===== src/rtl/sipo_rx.sv =====
// sipo_rx: serial-in, parallel-out word receiver for the PISO link test path.
// Reassembles an MSB-first serial stream into WIDTH-bit words using a FRAME
// marker on the first bit, and presents each word with a level-valid/ack
// handshake plus framing-error pulse and sticky overflow reporting.
// Optional feature macro: SIPO_RX_PARITY_EN adds a trailing even-parity bit
// per frame (PAR state) and drives PERR; without it PERR is tied to 0.
module sipo_rx #(
   parameter int WIDTH = 4
) (
   input  logic             CLK,
   input  logic             RST_N,
   input  logic             SIN,
   input  logic             SIN_EN,
   input  logic             FRAME,
   input  logic             POUT_ACK,
   output logic [WIDTH-1:0] POUT,
   output logic             POUT_VALID,
   output logic             BUSY,
   output logic             ERR,
   output logic             OVF,
   output logic             PERR
);

   localparam int CW = $clog2(WIDTH + 1);

`ifdef SIPO_RX_PARITY_EN
   typedef enum logic [1:0] {IDLE, SHIFT, PAR} state_t;
`else
   typedef enum logic [0:0] {IDLE, SHIFT} state_t;
`endif

   state_t           state, state_d;
   logic [WIDTH-1:0] shreg, shreg_d;
   logic [CW-1:0]    cnt, cnt_d;
   logic [WIDTH-1:0] pout_d;
   logic             valid_d, err_d, ovf_d;
   logic             complete;
   logic [WIDTH-1:0] word;
   logic [WIDTH-1:0] shifted, started;
`ifdef SIPO_RX_PARITY_EN
   logic             perr_q, perr_d, perr_word;
`endif

   assign shifted = {shreg[WIDTH-2:0], SIN};
   assign started = {{(WIDTH-1){1'b0}}, SIN};

   // Next-state, datapath and handshake decode for one accepted bit.
   always_comb begin
      // NOTE: every signal gets a default first so no path leaves it unassigned,
      // which would otherwise infer a latch.
      state_d  = state;
      shreg_d  = shreg;
      cnt_d    = cnt;
      pout_d   = POUT;
      valid_d  = POUT_VALID;
      err_d    = 1'b0;
      ovf_d    = OVF;
      complete = 1'b0;
      word     = shreg;
`ifdef SIPO_RX_PARITY_EN
      perr_d    = perr_q;
      perr_word = 1'b0;
`endif

      if (SIN_EN) begin
         if (FRAME) begin
            // A frame marker always starts a new word; mid-word it is a resync.
            err_d   = (state != IDLE);
            shreg_d = started;
            cnt_d   = CW'(1);
            state_d = SHIFT;
         end else begin
            case (state)
               IDLE: ;  // stray bit without a frame marker is dropped
               SHIFT: begin
                  shreg_d = shifted;
                  cnt_d   = cnt + CW'(1);
                  if (cnt == CW'(WIDTH - 1)) begin
`ifdef SIPO_RX_PARITY_EN
                     state_d = PAR;
`else
                     complete = 1'b1;
                     word     = shifted;
                     cnt_d    = '0;
                     state_d  = IDLE;
`endif
                  end
               end
`ifdef SIPO_RX_PARITY_EN
               PAR: begin
                  complete  = 1'b1;
                  word      = shreg;
                  perr_word = (^shreg) ^ SIN;
                  cnt_d     = '0;
                  state_d   = IDLE;
               end
`endif
               default: state_d = IDLE;
            endcase
         end
      end

      if (complete) begin
         // An unacknowledged word being overwritten is an overflow.
         if (POUT_VALID && !POUT_ACK) ovf_d = 1'b1;
         pout_d  = word;
         valid_d = 1'b1;
`ifdef SIPO_RX_PARITY_EN
         perr_d  = perr_word;
`endif
      end else if (POUT_ACK && POUT_VALID) begin
         valid_d = 1'b0;
      end
   end

   // State and output registers with synchronous active-low reset.
   always_ff @(posedge CLK) begin
      // NOTE: sequential state uses non-blocking assignments so every register
      // samples the pre-edge values regardless of statement order.
      if (!RST_N) begin
         state      <= IDLE;
         shreg      <= '0;
         cnt        <= '0;
         POUT       <= '0;
         POUT_VALID <= 1'b0;
         ERR        <= 1'b0;
         OVF        <= 1'b0;
`ifdef SIPO_RX_PARITY_EN
         perr_q     <= 1'b0;
`endif
      end else begin
         state      <= state_d;
         shreg      <= shreg_d;
         cnt        <= cnt_d;
         POUT       <= pout_d;
         POUT_VALID <= valid_d;
         ERR        <= err_d;
         OVF        <= ovf_d;
`ifdef SIPO_RX_PARITY_EN
         perr_q     <= perr_d;
`endif
      end
   end

   assign BUSY = (state != IDLE);

`ifdef SIPO_RX_PARITY_EN
   assign PERR = perr_q;
`else
   assign PERR = 1'b0;
`endif

endmodule


===== config.mk =====
export PLATFORM = sky130hd
export DESIGN_NAME = sipo_rx
export DESIGN_NICKNAME = d
export VERILOG_FILES = /design/src/rtl/sipo_rx.sv
export SDC_FILE = /design/constraint.sdc
export NUM_CORES = 1
export LEC_CHECK = 0
export ABC_AREA = 1
export BUFFER_PORTS_ARGS = -buffer_cell sky130_fd_sc_hd__buf_4
export CORE_AREA = 2 2 39 41
export CTS_CLUSTER_DIAMETER = 80
export DETAILED_ROUTE_END_ITERATION = 6
export DIE_AREA = 0 0 41 43
export PLACE_DENSITY = 0.67
export SLEW_MARGIN = 20
export SYNTH_ARGS = -nofsm -noshare
export SYNTH_HDL_FRONTEND = slang
export SYNTH_SLANG_ARGS = --single-unit

===== constraint.sdc =====
create_clock -name CLK -period 1.73 [get_ports CLK]
set_input_delay 0.346 -clock CLK [delete_from_list [all_inputs] [get_ports CLK]]
set_output_delay 0.346 -clock CLK [all_outputs]
set_load 0.01 [all_outputs]

---- After elaboration in Yosys (flattened, before gate mapping) ----
Index checks and enable logic that the tools add are counted.
storage, ports and cells
  register bits after elaboration ......... 15
  bits in latches ......................... 0
  bits in writable memories ............... 0
  ROM bits ................................ 0
  bits of input ports ..................... 6
  output and inout bits ................... 9
  word-level logic and storage cells ...... 35
  memories ................................ 0
operators by class
  add/sub/neg operators ................... 1
  multipliers ............................. 0
  div/mod/pow operators ................... 0
  order comparisons ....................... 0
  eq/ne operators ......................... 1
  shifts and indexed selects .............. 0
  muxes and demuxes ....................... 18
  bitwise operators ....................... 0
  reductions and logical operators ........ 8
operators by type and width
  cell                                                 count
  2-to-1 mux 4 bit                                     6
  2-to-1 mux 1 bit                                     9
  2-to-1 mux 3 bit                                     3
  AND reduction 2 bit                                  2
  nonzero test 2 bit                                   2
  adder 3 x 1 -> 3 bit, second input constant          1
  equality test 3 x 2 -> 1 bit, second input constant  1
  AND reduction 3 bit                                  1
  logical AND 1 bit                                    2
  zero test 1 bit                                      1

---- Logic depth before layout (Yosys ltp) ----
Gate-level depths: netlist of run 1.
  depth after elaboration ................. 6
  mapped depth ............................ 6
  mapped depth without buffers ............ 6

---- Worst setup path after synthesis of run 1 ----
OpenSTA, ideal clock, no wires.
  path type ............................... flip-flop to flip-flop
  from .................................... reg cnt[0]
  to ...................................... reg POUT[1]
  arrival ................................. 0.965 ns
  data required time ...................... 1.617 ns
  slack ................................... 0.652 ns
  stages on the path, launching flop included .. 7
  path buffers ............................ 0
  cell sequence ........................... dfxtp_1 -> ha_1 -> inv_1 -> nor2_1 -> nand2_1 -> nand3_1 -> nand2_1
on the way
  word-level cells in the longest chain between the ends .. 5
  elaborated cells between the ends (all ways) .. 9
  those cells by class .................... eq/ne: 1; mux: 8
RTL lines
  element                                                      RTL line  source
  start: declaration                                           34        logic [CW-1:0] cnt, cnt_d;
  start signal: assignment                                     134       cnt <= cnt_d;
  equality test 3 x 2 -> 1 bit (*)                             78        if (cnt == CW'(WIDTH - 1)) begin
  2-to-1 mux 4 bit / 2-to-1 mux 1 bit (equally long branches)  78
  2-to-1 mux 4 bit / 2-to-1 mux 1 bit (equally long branches)  73        case (state)
  2-to-1 mux 4 bit / 2-to-1 mux 1 bit (equally long branches)  66        if (FRAME) begin
  2-to-1 mux 4 bit / 2-to-1 mux 1 bit (equally long branches)  65        if (SIN_EN) begin
  end signal: assignment                                       135       POUT <= pout_d;
  end: declaration                                             16        output logic [WIDTH-1:0] POUT,
Every way passes the cells marked *; elsewhere a longest branch is shown, timed or not.
A chain may end at the register's enable or synchronous reset.

---- Final worst setup path of run 1 ----
Same ends and word-level chain as after synthesis.

==> results of run 1 <==
metal layers:
metal	wire (um)	GRT usage, %	part of all wire [%]
met5	0	0	0
met4	0	10.0	0
met3	47	6.28	4.0
met2	616	25.6	52
met1	518	19.9	44
logic make-up after synthesis:
logic type	Yosys count	share of synthesized area (%)
buffers and inverters	10	7.44
adders and majority gates	1	2.19
DFF	14	49.0
other	1	0.656
AOI/OAI and AO/OA	9	8.10
and+or+nand+nor	43	32.6
worst min path at each step:
| stage | slack (ns) | cells after the start | from | end |
|---|---|---|---|---|
| after CTS | 0.29 | 2 | SIN_EN | cnt[2]$_SDFFE_PN0P_ |
| after floorplan | 0.44 | 2 | shreg[2]$_SDFFE_PN0P_ | shreg[2]$_SDFFE_PN0P_ |
| after global routing | 0.30 | 2 | SIN_EN | cnt[2]$_SDFFE_PN0P_ |
| after detailed placement | 0.44 | 2 | OVF$_SDFFE_PN0P_ | OVF$_SDFFE_PN0P_ |
| final | 0.30 | 2 | SIN_EN | cnt[2]$_SDFFE_PN0P_ |
| after global placement | 0.44 | 2 | OVF$_SDFFE_PN0P_ | OVF$_SDFFE_PN0P_ |
layout make-up:
class                           instances  area (sq um)
Fill cell                             144           671
Inverter                                8          30.0
Clock buffer                            4          36.3
Sequential cell                        14           280
Tap cell                               16          20.0
Multi-Input combinational cell         54           249
Timing Repair Buffer                   13          97.6
per-stage QoR:
step	hold slack (ns)	cell area [sq um]	std cells	worst slack, ns
2_1_floorplan	0.441	572	78	0.652
4_1_cts	0.293	713	109	0.467
5_1_grt	0.300	713	109	0.304
3_5_place_dp	0.444	677	105	0.528
3_3_place_gp	0.440	677	105	0.573
6_report	0.302	713	109	0.453
critical path, delay by kind of cell, from the launching register on:
family        cells  cell delay [ns]
fa+ha+maj         1             0.22
buf+inv           1             0.05
flops             1             0.38
simple gates      4             0.53
sequential cells by signal, summed over array words and instances, names as in the netlist:
register    cells
cnt             3
shreg           3
POUT_VALID      1
BUSY            1
OVF             1
ERR             1
POUT            4
placed cells by master (no fill, tap or decap):
cell / netlist / routed
nand3_1: 10 / 10
a31oi_1: 1 / 1
nor2_4: 1 / 1
o21ai_1: 2 / 2
ha_1: 1 / 1
nor2_2: 1 / 1
nor2_1: 10 / 10
clkbuf_4: 0 / 3
nand2_1: 20 / 20
a21oi_1: 6 / 6
conb_1: 1 / 1
nand2_2: 1 / 1
dfxtp_1: 14 / 14
buf_4: 1 / 13
inv_1: 8 / 8
clkbuf_8: 0 / 1
power breakdown:
| group | leakage (nW) | internal [mW] | switching (mW) |
|---|---|---|---|
| clock network | 0.0210 | 0.128 | 0.107 |
| registers | 0.113 | 0.328 | 0.00643 |
| logic | 0.176 | 0.0177 | 0.0257 |
==> results by stage, run 1 <==
Yosys:
- When the netlist entered floorplanning its net count stood at 85.
- Ranked by total cell area, the synthesized netlist is headed by dfxtp_1 49%, nand2_1 13%, nand3_1 8.8%, nor2_1 6.6%, a21oi_1 5.3%.
- The count of cell types in the netlist is 15.
- Yosys mapped a number of flops with a built-in enable equal to 0.
- Summing the sequential cell areas from Yosys gives 49.0% of the chip area.
- During synthesis, Yosys emitted a total of 0 warnings.
- Averaged over all synthesized cells, the footprint is between 7 and 8 sq um.
- The synthesized design contains 14 register bits.
- The largest total area in the synthesized netlist belongs to dfxtp_1.
- Synthesis produced a netlist whose cell count is 78.
- Of all flip-flops after synthesis, the portion carrying an async set or reset was 0%.
- The most frequently used cell type in the post-synthesis netlist is nand2_1.
- The prevailing post-synth register cell is dfxtp_1.
- Counting instances in the post-synthesis netlist gives the leading cell types as 20 x nand2_1, 14 x dfxtp_1, 10 x nand3_1, 10 x nor2_1, 8 x inv_1.
- The mapped cell area is 572 sq um.
- The top-area cell type share of the netlist area is 49.0%.

CTS:
- Buffers added to address setup during post-CTS repair amount to 0.
- CTS placed an instance of clkbuf_4 at the clock tree root.
- In this run, CTS created clock tree buffers numbering 3.
- The clock reaches the later pin of the worst-skew pair after roughly 0.28 ns.
- In this run, post-CTS repair resized a total of 0 instances.
- The H-tree depth reported by CTS is 1.
- In this run the deepest clock path goes through 2 buffers.
- Counting every sink on the clock net gives 14.
- The number of buffers inserted by hold repair at cts is 0.
- The CTS clock-pin slew for the worst setup and hold paths is 0.09 ns.
- The clock tree from TritonCTS is yes.

Critical path:
- The most critical setup path has its startpoint at cnt[0]$_SDFFE_PN0P_.
- The worst endpoint data arrival time is 1.45 ns.
- The slowest library cell on the worst path is dfxtp_1.
- The capturing instance or port of the critical path is POUT[1]$_SDFFE_PN0P_.
- Counting stages on the worst path, the most repeated cell is nand2_1.
- The setup check on the worst reg-to-reg path leaves a slack of ~0.45 ns.
- The capturing element type of the critical path is a flop.
- The data required time of the critical path is about 1.9 ns.
- The category of the worst setup path launch point is a flop.
- Measured in cells, the most critical reg-to-reg path has a length of 6.
- The largest single stage delay on the critical path is 0.38 ns.
- Traced cell by cell, the critical path runs through ha_1 -> inv_1 -> nor2_1 -> nand2_1 -> nand3_1 -> nand2_1.
- The maximum fanout along the worst path is 5.
- The endpoint of the worst-slack reg-to-reg timing path is POUT[1]$_SDFFE_PN0P_.
- The origin of the critical flop-to-flop path is cnt[0]$_SDFFE_PN0P_.
- The critical path class is reg2reg.

Cells and area:
- In the final design database the tool counted 101 nets.
- Compared with the post-synthesis result, the final layout area differs by 24.7%.
- The repair_antennas step left the layout with diodes totalling 0.
- The layout cell share with drive strength beyond 1 is 21.5%.
- Cells fill 51.5% of the core in the end.

Power and ir drop:
- IR analysis of the VDD net gives a maximum drop of 0.000386 V.
- Power comes to 0.613 mW.
- The leakage power is 0.311 nW.
- The ratio of total power to cell area is around 860 mW/mm^2.

Detailed routing:
- After detailed routing, the average wire length per cell comes to 10.8 um.
- The detailed-route DRC error count is 0.
- The count of TritonRoute iterations in the first routing pass is 5.
- The post-detailed-route count of antenna-violating nets is 0.
- The routed wire length is 1180 um.
- After the first detailed-routing iteration, the DRC count stood at 9.
- After detailed routing, the number of vias per cell comes to 4.80.
- The final route contains 523 vias.

Place:
- The global placer's final weighted congestion is slightly below 0.8.
- The count of buffers from port buffering is 13.
- After legalization and detailed placement, the total HPWL measured slightly below 900 um.

Timing:
- The final number of max-transition violations is 0.
- On the final layout, the worst clock skew is between 0.006 and 0.007 ns.
- The total count of hold-check failures in the final report is 0.
- The worst path in the final design needs a cycle of 1.28 ns, including I/O delays and setup.
- Setup repair after global routing left no endpoint under its margin.
- Setup violations remaining at the end of the flow were counted as 0.
- Static timing analysis puts the maximum clock frequency at 783 MHz.
- The total negative slack for setup checks is 0 ns.
- The part of the cycle the worst path needs is 73.8%.

Run status:
- The run finished with clean final reports.

Job:
- The number of max-cap violations is 0.

Global route:
- The first-pass GRT wire length is 1970 um.
- The final global-route overflow total is 0.
- Global routing used between 10% and 20% of the available tracks across all layers.
- The number of global-route vias before repair was 474.
- The number of antenna violations at the first check in global routing is 0.
- Entering global routing, the biggest net connects 11 pins.

Worst hold path:
- The worst hold path belongs to the class in2reg.

Floorplan:
- The initial utilization of the core area, before any placement, comes to 41.3%.
- The floorplan die area is around 0.0018 sq mm.
- The initialized floorplan defines 14 standard-cell rows.
- The number of top-level pins is 15.
- The placeable core region is 0.00138 sq mm.
- The floorplan step set the die height to between 40 and 50 um.
- The die width is 41 um.
No activity file was read; power rests on OpenSTA's default activity.
==> run 2: changes to the inputs <==
--- a/config.mk
+++ b/config.mk
@@ -5,13 +5,13 @@
 export SDC_FILE = /design/constraint.sdc
 export NUM_CORES = 1
 export LEC_CHECK = 0
-export ABC_AREA = 1
+export ABC_AREA = 0
 export BUFFER_PORTS_ARGS = -buffer_cell sky130_fd_sc_hd__buf_4
-export CORE_AREA = 2 2 39 41
+export CORE_MARGIN = 1
+export CORE_UTILIZATION = 43
 export CTS_CLUSTER_DIAMETER = 80
 export DETAILED_ROUTE_END_ITERATION = 6
-export DIE_AREA = 0 0 41 43
-export PLACE_DENSITY = 0.67
+export PLACE_DENSITY = 0.69
 export SLEW_MARGIN = 20
 export SYNTH_ARGS = -nofsm -noshare
 export SYNTH_HDL_FRONTEND = slang
==> constraint.sdc (replaced) <==
create_clock -name CLK -period 1.1 [get_ports CLK]
set_input_delay 0.22 -clock CLK [delete_from_list [all_inputs] [get_ports CLK]]
set_output_delay 0.22 -clock CLK [all_outputs]
set_load 0.01 [all_outputs]
==> run 2 against run 1 <==
The flow now finishes with violations (setup timing). Total power is 46% higher. Global-route usage fell by 0.89 points. Non-clock buffer count increased by 8. Register-to-register slack got worse by 0.47 ns. Sequential cell count did not move.
==> results by stage, run 2 <==
Run status:
- The run finished, with violations left.
- The final reports fail on setup timing.

Timing:
- The total negative slack for setup checks is -0.0198 ns.
- Subtracting the final worst setup slack from the clock period gives 1.12 ns.
- The part of the cycle the worst path needs is 102%.
- After layout, the worst setup slack is -0.0198 ns.
- Setup violations remaining at the end of the flow were counted as 1.
- Based on the critical path, the design can be clocked at up to between 800 and 900 MHz.
- Setup repair after global routing could not meet its margin everywhere.
- For the final database, setup skew stands at 0.00499 ns.
- The final number of max-transition violations came to 0.
- The total count of hold-check failures in the final report is 0.

CTS:
- The clock sink total is 14.
- CTS built an H-tree with a depth of 1.
- The buffer depth of the longest clock path is 2.
- TritonCTS built the clock tree.
- TritonCTS created 3 clock buffers.
- The CTS clock-pin slew for the worst setup and hold paths is 0.07 ns.
- The clock latency at the later pin of the worst-skew pair is 0.27 ns.
- The root buffer selected by CTS is clkbuf_4.

Global route:
- For this run the aggregate overflow at the end of global routing stands at 0.
- The number of global-route vias before repair came to 378.
- The number of antenna violations at the first check in global routing was 0.
- Entering global routing, the biggest net connects 20 pins.
- The total routing usage reported by global routing is between 10% and 20%.
- The first-pass GRT wire length is 1550 um.

Yosys:
- The top-area cell type share of the netlist area is between 40% and 50%.
- The netlist uses 24 different library cells.
- The commonest cells after synthesis are 14 x dfxtp_1, 11 x nand2_1, 6 x nor2b_1.
- The number of synthesized register bits is 14.
- Counting flops with a built-in enable in the synthesized netlist gives 0.
- The warning count from the yosys run is 0.
- Synthesis produced 58 cells.
- The share of synthesized area occupied by flip-flops and latches is 47.7%.
- In the synthesized netlist the dominant register cell turns out to be dfxtp_1.
- The net count after synthesis is 65.
- By area the synthesized netlist is led by dfxtp_1 48%, mux2i_1 8.5%, nand2_1 7.0%, nor2b_1 6.4%, a22oi_1 3.8%.
- The most common cell in the synthesized netlist is dfxtp_1.
- The mapped netlist covers 588 sq um.
- The share of async-settable or async-resettable flops after synthesis is 0%.
- The average instance in the mapped netlist occupies 10.1 sq um.
- The biggest area consumer among synthesized cells is dfxtp_1.

Cells and area:
- In the layout the commonest cells are 19 x buf_4, 11 x dfxtp_1, 11 x nand2_1.
- The antenna diode instance count is 0.
- The finished cells cover 816 sq um.
- From synthesis to final layout, the design area changed by 38.7%.
- Ranked by flip-flop count, first place goes to POUT.
- In the final design database the tool counted 88 nets.
- In the final layout, the registers with the most flip-flops are POUT (4), cnt (3), shreg (3).
- The library cell used most frequently in the layout, excluding fill and tap cells, is buf_4.
- The layout cell share with drive strength beyond 1 is about 44%.
- The flip-flop count of the largest register, all copies and words added is 4.
- Excluding fillers, the count of instances in the completed layout stands at 93.
- The share of the core filled with cells is 68.8%.

Power and ir drop:
- The peak supply drop is 0.000790 V.
- The leakage power is 0.335 nW.
- For this design the ratio of total power to cell area is between 1000 and 1500 mW/mm^2.

Place:
- The placed instance area is 768 sq um.
- The global placer's final weighted congestion is between 0.6 and 0.7.
- The number of placed instances, taps included is 88.
- Port buffering added 13 buffers.
- The post-DP HPWL is roughly 730 um.
- Before CTS, the worst setup slack after placement is -0.0795 ns.

Detailed routing:
- For this block, the initial DRC count from the detailed router was 5.
- The count of TritonRoute iterations in the first routing pass is 2.
- The overall via count from detail_route is approximately 440.
- Wires add up to slightly above 1000 um.
- In the routed design, unresolved DRC markers number 0.
- The post-detailed-route count of antenna-violating nets is 0.
- In the final routed layout, each cell accounts on average for 10.8 um.
- In the routed layout, each cell is associated on average with a via count of 4.72.

Floorplan:
- The placeable core region is 0.00119 sq mm.
- The starting utilization of the core area is 49.6%.
- The die width is 39.0 um.
- The die covers 0.00152 sq mm.
- The die is 39.0 um tall.
- The placement row count is 12.
- In this run the count of I/O pins placed on the die edge is 15.

Critical path:
- Of all nets on the critical path, the largest fanout is 7.
- The critical path is of the reg2reg type.
- The endpoint of the worst-slack reg-to-reg timing path is POUT[3]$_SDFFE_PN0P_.
- The category of the worst setup path launch point is a flop.
- Data on the critical path is required at its endpoint by 1.30 ns.
- The startpoint identified for the worst register-to-register timing path is cnt[1]$_SDFFE_PN0P_.
- The worst register-to-register path has a setup slack of -0.02 ns.
- The capturing element type of the critical path is a flop.
- The number of cells traversed by the worst register-to-register path is 5.
- STA puts the critical path data arrival time at 1.32 ns.

Worst hold path:
- The launch point of the worst hold path is SIN_EN.
- The worst hold path belongs to the class in2reg.
- The cell count of the worst hold path is 2.
- The hold path endpoint is cnt[2]$_SDFFE_PN0P_.

Job:
- Max-cap violations in this run came to 0.
run 2: worst max-delay path, stage by stage (launching register included):
cell and delay (ns):
dfxtp_2 0.35, ha_4 0.15, nand2b_4 0.06, nor3_4 0.15, buf_12 0.15, mux2i_1 0.19
run 2: worst max path at each step:
stage                     depth (start not counted)  slack [ns]                    to                start
after global routing                              5       -0.06  POUT[3]$_SDFFE_PN0P_  cnt[1]$_SDFFE_PN0P_
after CTS                                         5       -0.03  POUT[3]$_SDFFE_PN0P_  cnt[1]$_SDFFE_PN0P_
after global placement                            5       -0.05  POUT[3]$_SDFFE_PN0P_  cnt[1]$_SDFFE_PN0P_
final                                             5       -0.02  POUT[3]$_SDFFE_PN0P_  cnt[1]$_SDFFE_PN0P_
after detailed placement                          5       -0.08  POUT[3]$_SDFFE_PN0P_  cnt[1]$_SDFFE_PN0P_
after floorplan                                   4       -0.05  POUT[0]$_SDFFE_PN0P_  cnt[0]$_SDFFE_PN0P_
run 2: logic make-up (layout without fill, tap and decap cells):
group	after synthesis	in the layout	synth area share, %
other cells	1	1	0.638
compound gates	9	9	11.3
simple gates	24	24	24.5
flops	14	14	47.7
fa+ha+maj	1	1	2.13
buf+inv	3	24	2.77
mux	6	6	11.1
run 2: report_power, final:
group,total [mW],internal (mW),leakage (nW),switching [mW]
combinational,0.102,0.0596,0.207,0.0423
sequential,0.524,0.515,0.115,0.00862
clock,0.271,0.127,0.0138,0.144
total,0.897,0.702,0.335,0.195
run 2: repair_timing:
action	4_1_cts	5_1_grt
setup buffers	1	1
pin swaps	2	2
hold buffers	0	0
endpoints found under the setup margin	6	5
resized for setup	0	3
run 2: final cells by class:
class                           count  area (sq um)
Fill cell                         107           370
Clock buffer                        3          22.5
Sequential cell                    14           287
Tap cell                           14          17.5
Timing Repair Buffer               21           174
Multi-Input combinational cell     41           315
run 2: stage by stage:
stage	power, mW	hold slack [ns]
6_report	0.897	0.168
5_1_grt	0.939	0.167
4_1_cts	0.902	0.154
3_5_place_dp	0.628	0.434
3_3_place_gp	0.627	0.437
2_1_floorplan	0.585	0.307
run 2: layer usage:
layer | wire (um) | GRT usage [%] | up-vias
met5 | 0 | 0 | -
li1 | - | - | 240
met3 | 65 | 10.4 | 2
met4 | 11 | 5.17 | 0
met2 | 427 | 24.2 | 12
met1 | 505 | 18.9 | 185
